[src/rtl/tdp_ram_pkg.sv]
// rtl/tdp_ram_pkg.sv - shared types for the true dual-port RAM
package tdp_ram_pkg;

    typedef enum logic {
        READ_FIRST  = 1'b0,
        WRITE_FIRST = 1'b1
    } rdw_mode_e;

    typedef enum logic {
        INIT  = 1'b0,
        READY = 1'b1
    } state_e;

endpackage

[src/rtl/tdp_ram_init_ctrl.sv]
// rtl/tdp_ram_init_ctrl.sv - post-reset memory clear sequencer
module tdp_ram_init_ctrl
    import tdp_ram_pkg::*;
#(
    parameter int ADDR_W = 3
) (
    input  logic              clk,
    input  logic              rst_n,
    output logic              clr_we,
    output logic [ADDR_W-1:0] clr_addr,
    output logic              init_done
);

    state_e            state;
    logic [ADDR_W-1:0] cnt;

    // One word cleared per cycle; the last address hands over to READY.
    always_ff @(posedge clk or negedge rst_n) begin
        if (!rst_n) begin
            state     <= INIT;
            cnt       <= '0;
            init_done <= 1'b0;
        end else begin
            case (state)
                INIT: begin
                    cnt <= cnt + ADDR_W'(1);
                    if (cnt == '1) begin
                        state     <= READY;
                        init_done <= 1'b1;
                    end
                end
                READY: init_done <= 1'b1;
            endcase
        end
    end

    assign clr_we   = (state == INIT);
    assign clr_addr = cnt;

endmodule

[src/rtl/tdp_ram_param.sv]
// rtl/tdp_ram_param.sv - parameterised true dual-port RAM with byte enables
module tdp_ram_param
    import tdp_ram_pkg::*;
#(
    parameter int        DATA_W   = 8,
    parameter int        ADDR_W   = 3,
    parameter rdw_mode_e RDW_MODE = READ_FIRST
) (
    input  logic                clk,
    input  logic                rst_n,
    output logic                init_done,
    input  logic                ena,
    input  logic [DATA_W/8-1:0] wea,
    input  logic [ADDR_W-1:0]   addra,
    input  logic [DATA_W-1:0]   dina,
    output logic [DATA_W-1:0]   douta,
    output logic                dvalida,
    input  logic                enb,
    input  logic [DATA_W/8-1:0] web,
    input  logic [ADDR_W-1:0]   addrb,
    input  logic [DATA_W-1:0]   dinb,
    output logic [DATA_W-1:0]   doutb,
    output logic                dvalidb,
    output logic                collision
);

    localparam int NB    = DATA_W / 8;
    localparam int DEPTH = 2 ** ADDR_W;

    logic [DATA_W-1:0] mem [DEPTH];

    logic              clr_we;
    logic [ADDR_W-1:0] clr_addr;
    logic [DATA_W-1:0] old_a, old_b, new_a, new_b;

    tdp_ram_init_ctrl #(
        .ADDR_W (ADDR_W)
    ) u_init_ctrl (
        .clk       (clk),
        .rst_n     (rst_n),
        .clr_we    (clr_we),
        .clr_addr  (clr_addr),
        .init_done (init_done)
    );

    // Port A is written last so it owns bytes both ports enable.
    always_ff @(posedge clk) begin
        if (clr_we) begin
            mem[clr_addr] <= '0;
        end else begin
            for (int b = 0; b < NB; b++) begin
                if (enb && web[b]) mem[addrb][b*8 +: 8] <= dinb[b*8 +: 8];
                if (ena && wea[b]) mem[addra][b*8 +: 8] <= dina[b*8 +: 8];
            end
        end
    end

    assign old_a = mem[addra];
    assign old_b = mem[addrb];

    // Own-port byte merge, only used when RDW_MODE is WRITE_FIRST.
    always_comb begin
        new_a = old_a;
        new_b = old_b;
        for (int b = 0; b < NB; b++) begin
            if (wea[b]) new_a[b*8 +: 8] = dina[b*8 +: 8];
            if (web[b]) new_b[b*8 +: 8] = dinb[b*8 +: 8];
        end
    end

    always_ff @(posedge clk or negedge rst_n) begin
        if (!rst_n) begin
            douta     <= '0;
            doutb     <= '0;
            dvalida   <= 1'b0;
            dvalidb   <= 1'b0;
            collision <= 1'b0;
        end else begin
            dvalida   <= init_done && ena;
            dvalidb   <= init_done && enb;
            collision <= init_done && ena && enb && (addra == addrb) && ((|wea) || (|web));
            if (init_done && ena) douta <= (RDW_MODE == WRITE_FIRST) ? new_a : old_a;
            if (init_done && enb) doutb <= (RDW_MODE == WRITE_FIRST) ? new_b : old_b;
        end
    end

endmodule
[config.mk]
export PLATFORM = sky130hd
export DESIGN_NAME = tdp_ram_param
export DESIGN_NICKNAME = d
export VERILOG_FILES = /design/src/rtl/tdp_ram_pkg.sv /design/src/rtl/tdp_ram_init_ctrl.sv /design/src/rtl/tdp_ram_param.sv
export SDC_FILE = /design/constraint.sdc
export NUM_CORES = 1
export LEC_CHECK = 0
export ABC_AREA = 1
export BUFFER_PORTS_ARGS = -buffer_cell sky130_fd_sc_hd__buf_2
export CAP_MARGIN = 0
export CORE_MARGIN = 2
export CORE_UTILIZATION = 50
export CTS_CLUSTER_DIAMETER = 50
export DETAILED_ROUTE_END_ITERATION = 12
export HOLD_SLACK_MARGIN = 0.12
export PLACE_DENSITY = 0.73
export SYNTH_ARGS = -nofsm -noshare
export SYNTH_HDL_FRONTEND = slang
export SYNTH_SLANG_ARGS = --single-unit
[constraint.sdc]
create_clock -name clk -period 2.6 [get_ports clk]
set_clock_uncertainty 0.1 [all_clocks]
set_input_delay 0.52 -clock clk [delete_from_list [all_inputs] [get_ports clk]]
set_output_delay 0.52 -clock clk [all_outputs]
set_load 0.02 [all_outputs]
## Word level (Yosys, flattened, before mapping)

Memories as Yosys holds them, arrays and structs flattened. A register that Yosys moved wholly into a read port is not among the register bits.
Index checks and enable logic that the tools add are counted.

| operators by class | value |
|---|---|
| reductions and logical operators | 11 |
| multiplexer cells | 14 |
| equal/unequal tests | 3 |
| bitwise gates (word level) | 1 |
| add/subtract/negate cells | 1 |

Operator list:

| cell | count |
|---|---|
| 1-bit 2-to-1 mux | 11 |
| 8-bit 2-to-1 mux | 1 |
| 8-bit OR reduction | 1 |
| 1-bit logical AND | 7 |
| 3-bit by 1-bit adder with 3-bit output, second input constant | 1 |
| 3-bit equality test | 1 |
| 3-bit equality test, second input constant | 1 |
| 3-bit 2-to-1 mux | 1 |
| 1-bit logical NOT | 2 |
| 2-bit by 1-bit inequality test with 1-bit output, second input constant | 1 |
| 1-bit case mux with 2 select lines | 1 |
| 1-bit logical OR | 1 |
| 1-bit inverter | 1 |

| word-level totals | value |
|---|---|
| input port bits | 28 |
| output and inout bits | 20 |
| register bits | 8 |
| memory bits (writable) | 64 |
| memories | 1 |

Memory list:

| memory | words | bits a word | rd ports | clocked after Yosys merged registers in | write ports | line | text |
|---|---|---|---|---|---|---|---|
| mem | 8 | 8 | 2 | 2 | 2 | tdp_ram_param.sv:30 | `logic [DATA_W-1:0] mem [DEPTH];` |

## Depth between registers and ports, before layout

Gate-level depths: netlist of run 1.

| depth | value |
|---|---|
| word-level depth | 6 |
| gate-level depth with buffers | 8 |
| mapped depth without buffers | 7 |

## Hierarchy

From an unflattened synthesis of run 1, not the netlist that was laid out.

| unflattened totals | value |
|---|---|
| cell total of the unflattened synthesis | 684 |
| area total of the unflattened synthesis | 5387.7 µm² |

Modules (own cells, without submodules):

| module | seq. area each (µm²) | cells an instance | instances | area each (µm²) |
|---|---|---|---|---|
| tdp_ram_param | 2397.3 | 662 | 1 | 5181.2 |
| tdp_ram_init_ctrl | 125.1 | 22 | 1 | 206.4 |

## Worst setup path after synthesis of run 1

Ideal clock, no wire load.

| timing path | value |
|---|---|
| kind | input-to-reg |
| from | input port addra[2] |
| to | memory mem[6][0] (enable) |
| path slack | 794 ps |
| stages | 6 |
| data arrival time | 1377 ps |
| path through | buf_4 nand2_1 inv_2 nand2_4 buf_6 nand2_1 |

RTL lines:

| element | line | text |
|---|---|---|
| start, declared | tdp_ram_param.sv:14 | `input logic [ADDR_W-1:0] addra,` |
| end, declared | tdp_ram_param.sv:30 |  |

==> results of run 1 <==
## stage by stage
step | total power [mW] | instances
6_report | 2.90 | 850
5_1_grt | 3.02 | 850
4_1_cts | 2.90 | 850
3_5_place_dp | 2.06 | 834
3_3_place_gp | 2.05 | 834
2_1_floorplan | 1.91 | 676
## per-layer routing
| metal | part of all wire | vias up | track usage |
|---|---|---|---|
| met4 | 0.034 | 0 | 0.104 |
| met3 | 0.089 | 37 | 0.0490 |
| li1 | - | 2238 | - |
| met5 | 0 | - | 0 |
| met2 | 0.43 | 258 | 0.413 |
| met1 | 0.45 | 2134 | 0.395 |
## flip-flops by register name, summed over array words and instances (netlist names)
register               cells
u_init_ctrl.state          1
u_init_ctrl.clr_addr       3
dvalidb                    1
douta                      8
doutb                      8
collision                  1
dvalida                    1
u_init_ctrl.init_done      1
mem                       64
## cells in the mapped netlist (all sizes together) (3+ instances only)
library cell and n:
nand3 92, dfrtp 24, nor2 47, inv 89, nand2 240, clkbuf 3, buf 28, edfxtp 64
o211ai 8, o21ai 67, or2 3
## what timing repair did
item,4_1_cts,5_1_grt
endpoints found under the hold margin,24,0
hold buffers,1,0
setup endpoints to repair,0,0
gates resized for setup,0,0
## placed cells by master, fill, tap and decap left out, drive strengths merged
| cell | netlist | layout |
|---|---|---|
| a21oi | 1 | 1 |
| clkbuf | 3 | 10 |
| xor2 | 1 | 1 |
| xnor2 | 1 | 1 |
| nor2 | 47 | 47 |
| mux2 | 2 | 2 |
| buf | 28 | 53 |
| dlygate4sd3 | 0 | 1 |
| or2 | 3 | 3 |
| dfrtp | 24 | 24 |
| nand2 | 240 | 240 |
| o21ai | 67 | 67 |
| nand3 | 92 | 92 |
| inv | 89 | 92 |
| clkinv | 2 | 2 |
| nor3 | 1 | 1 |
| ha | 2 | 2 |
| clkinvlp | 0 | 2 |
| o211ai | 8 | 8 |
| o21a | 1 | 1 |
| edfxtp | 64 | 64 |
## worst paths after layout
check	end	cells after the start	slack [ps]	from
worst max-delay path	mem[5][5]$_DFFE_PP_	6	510	u_init_ctrl.state$_DFF_PN0_
worst max register to register	mem[5][5]$_DFFE_PP_	6	510	u_init_ctrl.state$_DFF_PN0_
worst min register to register	doutb[0]$_DFFE_PN0P_	2	380	doutb[0]$_DFFE_PN0P_
min in group asynchronous	dvalida$_DFF_PN0_	2	560	rst_n
worst min-delay path	collision$_DFF_PN0_	3	360	enb
max in group asynchronous	douta[7]$_DFFE_PN0N_	2	1490	rst_n
## power by group
group	switching (mW)	leakage, nW	internal (mW)	total, mW
logic	0.328	1.75	0.139	0.467
registers	0.0173	0.968	1.55	1.57
clock network	0.518	0.0798	0.353	0.871
## critical path: stages (launching register included)
cell and delay [ps]:
dfrtp_1 560, nand3_4 290, nand2_1 170, o21ai_0 140, nor2_1 160, nand2_1 70
nand2_1 270
## kinds of logic after synthesis
| logic type | after synthesis |
|---|---|
| buffers and inverters | 122 |
| AND/OR/NAND/NOR | 383 |
| adder cells (fa/ha/maj) | 2 |
| XOR/XNOR | 2 |
| multiplexers | 2 |
| flip-flops | 88 |
| AO/OA/AOI/OAI | 77 |
## layout make-up
class / count / area share
multi-input combinational: 466 / 0.391
clock inverter: 5 / 0.00717
sequential: 88 / 0.438
clock buffer: 10 / 0.0222
tap: 136 / 0.0295
inverter: 91 / 0.0597
timing repair buffer: 54 / 0.0526
==> flow_summary.yaml, run 1 <==
global_routing:
  antenna_found_initial: 0
  grtUsageTotal: 0.274
  grt_max_degree: 42
  grt_overflow_total: 0
  grt_pass1_wl_mm: 23.7
  first_global_vias: 4395
cells_and_area:
  area_growth_pct: 7.77
  postLayoutCellArea_mm2: 0.00576
  fin_nets: 740
  nFillCells: 974
  final_core_util: 0.555
  multiInputGateArea_mm2: 0.00225
  final_layout_size_suffix_gt1_frac: 0.153
  seq_area_mm2: 0.00252
  antenna_cells: 0
synthesis:
  yosys.area_share.simple: 0.327
  synth_enable_flop_cells: 64
  synth_xor_area_frac: 0.00328
  syn_avg_cell_area_um2: 7.91
  yosys_warnings: 0
  syn_inst: 676
  ys_ff_latch: 88
  synth_ff_type: "edfxtp_1"
  syn_nets: 706
  yosys-top-cells-area: "edfxtp_1 (36%), nand2_1 (16%), dfrtp_1 (11%), nand3_1 (8.4%), inv_1 (5.8%)"
  synthMuxAreaShare: 0.00421
  seq_area_frac_synth: 0.472
  synth-compound-area-share: 0.0819
  synth.distinct_cells: 29
  post-synth-top-area-fraction: 0.360
  syn_area_mm2: 0.00534
  synth_fa_ha_area_frac: 0.00468
  synth_top_family_by_area: "simple AND/OR/NAND/NOR gates"
  ys_async_sr_fraction: 0.273
  yosysTopAreaCell: "edfxtp_1"
clock_tree:
  clk-insertion-delay-late_ps: 360
  numCtsBuffers: 9
  htree_num_levels: 3
  post-cts-setup-buffer-count: 0
  cts_root_buf: "clkbuf_8"
  clock_sinks: 88
  cts_tree: "built"
  clk_pin_slew_ps: 90
  cts.path.max_buffers: 2
run:
  cap_violations: 0
sta:
  slew_headroom: 0.649
  fmax_mhz: 478
  final.setup.worst_slack_ps: 510
  hold_violations: 0
  worst_pin_slew_ps: 524
  final_max_slew_viol_count: 0
  period_share: 0.804
  tns_ps: 0
  hold-worst-slack_ps: 357
  min_period_ps: 2090
  finalSetupViolations: 0
  grt_setup_unrepaired: "false"
placed_design:
  postPlaceCellArea_mm2: 0.00558
  port_buffers: 47
  place.detailed.hpwl_mm: 10.9
  place_ws_ps: 479
  gp_congestion: 0.967
route:
  ant_nets: 0
  wl_mm: 14.7
  drtIter0Drc: 489
  wire_per_inst_um: 17.3
  drc: 0
  num_vias: 4667
  viasPerCell: 5.49
  firstDrtPassIters: 5
floorplan:
  ios: 48
  core_area_mm2: 0.0104
  start_util: 0.515
  die_w_um: 107
  die_h_um: 107
  placementRows: 37
  dieArea_mm2: 0.0115
worst_setup_path:
  cp_max_fo: 15
  arrival_ps: 2030
  worst_setup_path_end_kind: "flip-flop"
  crit_path_start_kind: "flip-flop"
  criticalPathCategory: "reg2reg"
  cp.required_ps: 2540
power_and_ir_drop:
  ir_drop_uv: 218
  p_leak_nw: 2.80
  power_density_mw_per_mm2: 504
hold_path:
  hp-class: "in2reg"
outcome:
  status: "completed"
No activity file was read; power rests on OpenSTA's default activity.
==> run 2, diff against run 1 <==
==> constraint.sdc (replaced) <==
create_clock -name clk -period 2.1 [get_ports clk]
set_clock_uncertainty 0.1 [all_clocks]
set_input_delay 0.42 -clock clk [delete_from_list [all_inputs] [get_ports clk]]
set_output_delay 0.42 -clock clk [all_outputs]
set_load 0.02 [all_outputs]
==> run 2 against run 1 <==
  * Critical path depth is the same
  * Largest power group unchanged
  * Critical endpoint is now mem[2][3]$_DFFE_PP_
  * Worst setup slack lost 340 ps
  * Register-to-register slack worse by 340 ps
  * Final cell count increased by 1.8%
  * Die area is the same
==> flow_summary.yaml, run 2 (synthesis gave the netlist of run 1 again) <==
worst_setup_path:
  critPathSlowestCell: "dfrtp_1"
  cp_num_buf_inv: 2
  crit_top_cell: "nand2_1"
  criticalPathCategory: "reg2reg"
  crit_path_start_kind: "flip-flop"
  crit_path_cell_trace: "buf_4 -> nor2_1 -> inv_1 -> o21ai_1 -> nand2_1 -> nand2_1"
  critPathTopFamily: "simple AND/OR/NAND/NOR gates"
  worst_setup_path_end_kind: "flip-flop"
  max_stage_delay_ps: 420
  arrival_ps: 1870
  cp_num_cells: 6
  cp.required_ps: 2040
  r2r_cells: 6
  cp_max_fo: 8
placed_design:
  place_ws_ps: 133
  place.detailed.hpwl_mm: 11.5
  port_buffers: 47
  placedCellCount: 848
  gp_congestion: 1.01
power_and_ir_drop:
  p_leak_nw: 2.89
  power_density_mw_per_mm2: 642
  ir_drop_uv: 377
outcome:
  status: "completed"
cells_and_area:
  reg.largest.list: "mem: 64 flops, douta: 8 flops, doutb: 8 flops"
  final_common_cell: "nand2_1"
  fin_nets: 754
  final_layout_size_suffix_gt1_frac: 0.171
  mostFrequentLayoutCells: "nand2_1 (232), nand3_1 (90), inv_1 (83)"
  largest-register: "mem"
  largest_register_ffs: 64
  seq_area_mm2: 0.00252
  fin_cells: 865
  area_growth_pct: 10.3
  final_core_util: 0.569
  nFillCells: 990
  antenna_cells: 0
  multiInputGateArea_mm2: 0.00225
sta:
  fmax_mhz: 518
  period_share: 0.918
  grt_setup_unrepaired: "false"
  hold_violations: 0
  finalSetupViolations: 0
  final_max_slew_viol_count: 0
  worst_pin_slew_ps: 547
  slew_headroom: 0.633
  min_period_ps: 1930
  tns_ps: 0
  hold-worst-slack_ps: 226
  final.setup.worst_slack_ps: 171
clock_tree:
  cts_tree: "built"
  clock_sinks: 88
  numCtsBuffers: 9
  clk-insertion-delay-late_ps: 380
  htree_num_levels: 3
  clk_pin_slew_ps: 90
  cts.path.max_buffers: 2
  post-cts-setup-buffer-count: 0
  cts_root_buf: "clkbuf_8"
route:
  drc: 0
  wl_mm: 15.5
  viasPerCell: 5.48
  drtIter0Drc: 426
  wire_per_inst_um: 17.9
  ant_nets: 0
  num_vias: 4738
  firstDrtPassIters: 8
floorplan:
  core_area_mm2: 0.0104
  ios: 48
  die_w_um: 107
  dieArea_mm2: 0.0115
  die_h_um: 107
  placementRows: 37
  start_util: 0.515
hold_path:
  hold_depth: 3
  hp-class: "in2reg"
global_routing:
  grt_max_degree: 38
  grt_pass1_wl_mm: 24.3
  antenna_found_initial: 0
  grtUsageTotal: 0.286
  first_global_vias: 4430
  grt_overflow_total: 0
run:
  cap_violations: 0
[run 2: cell count changes in the layout (fill, tap and decap cells not counted)]
cell	previous run	this run
buf_4	5	19
bufinv_16	0	1
clkbuf_1	1	0
clkinv_2	0	1
clkinv_4	0	1
clkinvlp_4	2	1
[run 2: final timing paths]
check / start / slack [ps] / to
max: u_init_ctrl.state$_DFF_PN0_ / 170 / mem[2][3]$_DFFE_PP_
min: enb / 230 / collision$_DFF_PN0_
max reg2reg: u_init_ctrl.state$_DFF_PN0_ / 170 / mem[2][3]$_DFFE_PP_
min reg2reg: doutb[2]$_DFFE_PN0P_ / 380 / doutb[2]$_DFFE_PN0P_
max in group asynchronous: rst_n / 1110 / doutb[4]$_DFFE_PN0P_
min in group asynchronous: rst_n / 440 / u_init_ctrl.clr_addr[1]$_DFFE_PN0N_
[run 2: area by class of cell]
| class | count | share of cell area |
|---|---|---|
| Clock inverter | 7 | 0.0132 |
| Timing Repair Buffer | 68 | 0.0692 |
| Inverter | 91 | 0.0583 |
| Sequential cell | 88 | 0.428 |
| Tap cell | 136 | 0.0289 |
| Multi-Input combinational cell | 466 | 0.382 |
| Clock buffer | 9 | 0.0210 |
[run 2: where the power goes]
group	switching (mW)	internal [mW]
Clock	0.687	0.563
Combinational	0.415	0.185
Sequential	0.0214	1.92
[run 2: worst reg2reg max path: stages, from the launching register on]
cell     delay [ps]
dfrtp_1         420
buf_4           180
nor2_1          130
inv_1            90
o21ai_1         230
nand2_1         100
nand2_1         340
[run 2: routing by layer]
metal | global-route usage | vias up | share of wire | wire length [µm]
met5 | 0 | - | 0 | 0
met4 | 0.121 | 0 | 0.028 | 441
met3 | 0.0484 | 29 | 0.097 | 1500
met2 | 0.428 | 283 | 0.44 | 6830
met1 | 0.411 | 2154 | 0.43 | 6710
li1 | - | 2272 | - | -
[run 2: repair_timing]
item / 4_1_cts / 5_1_grt
endpoints found under the hold margin: 24 / 0
hold buffers: 1 / 0
gates resized for setup: 0 / 0
setup endpoints to repair: 0 / 0
[run 2: through the flow]
stage / total power [mW] / area [µm²]
after floorplan: 2.37 / 5340
after global placement: 2.56 / 5690
after detailed placement: 2.57 / 5690
after CTS: 3.80 / 5900
after global routing: 3.93 / 5900
final: 3.79 / 5900
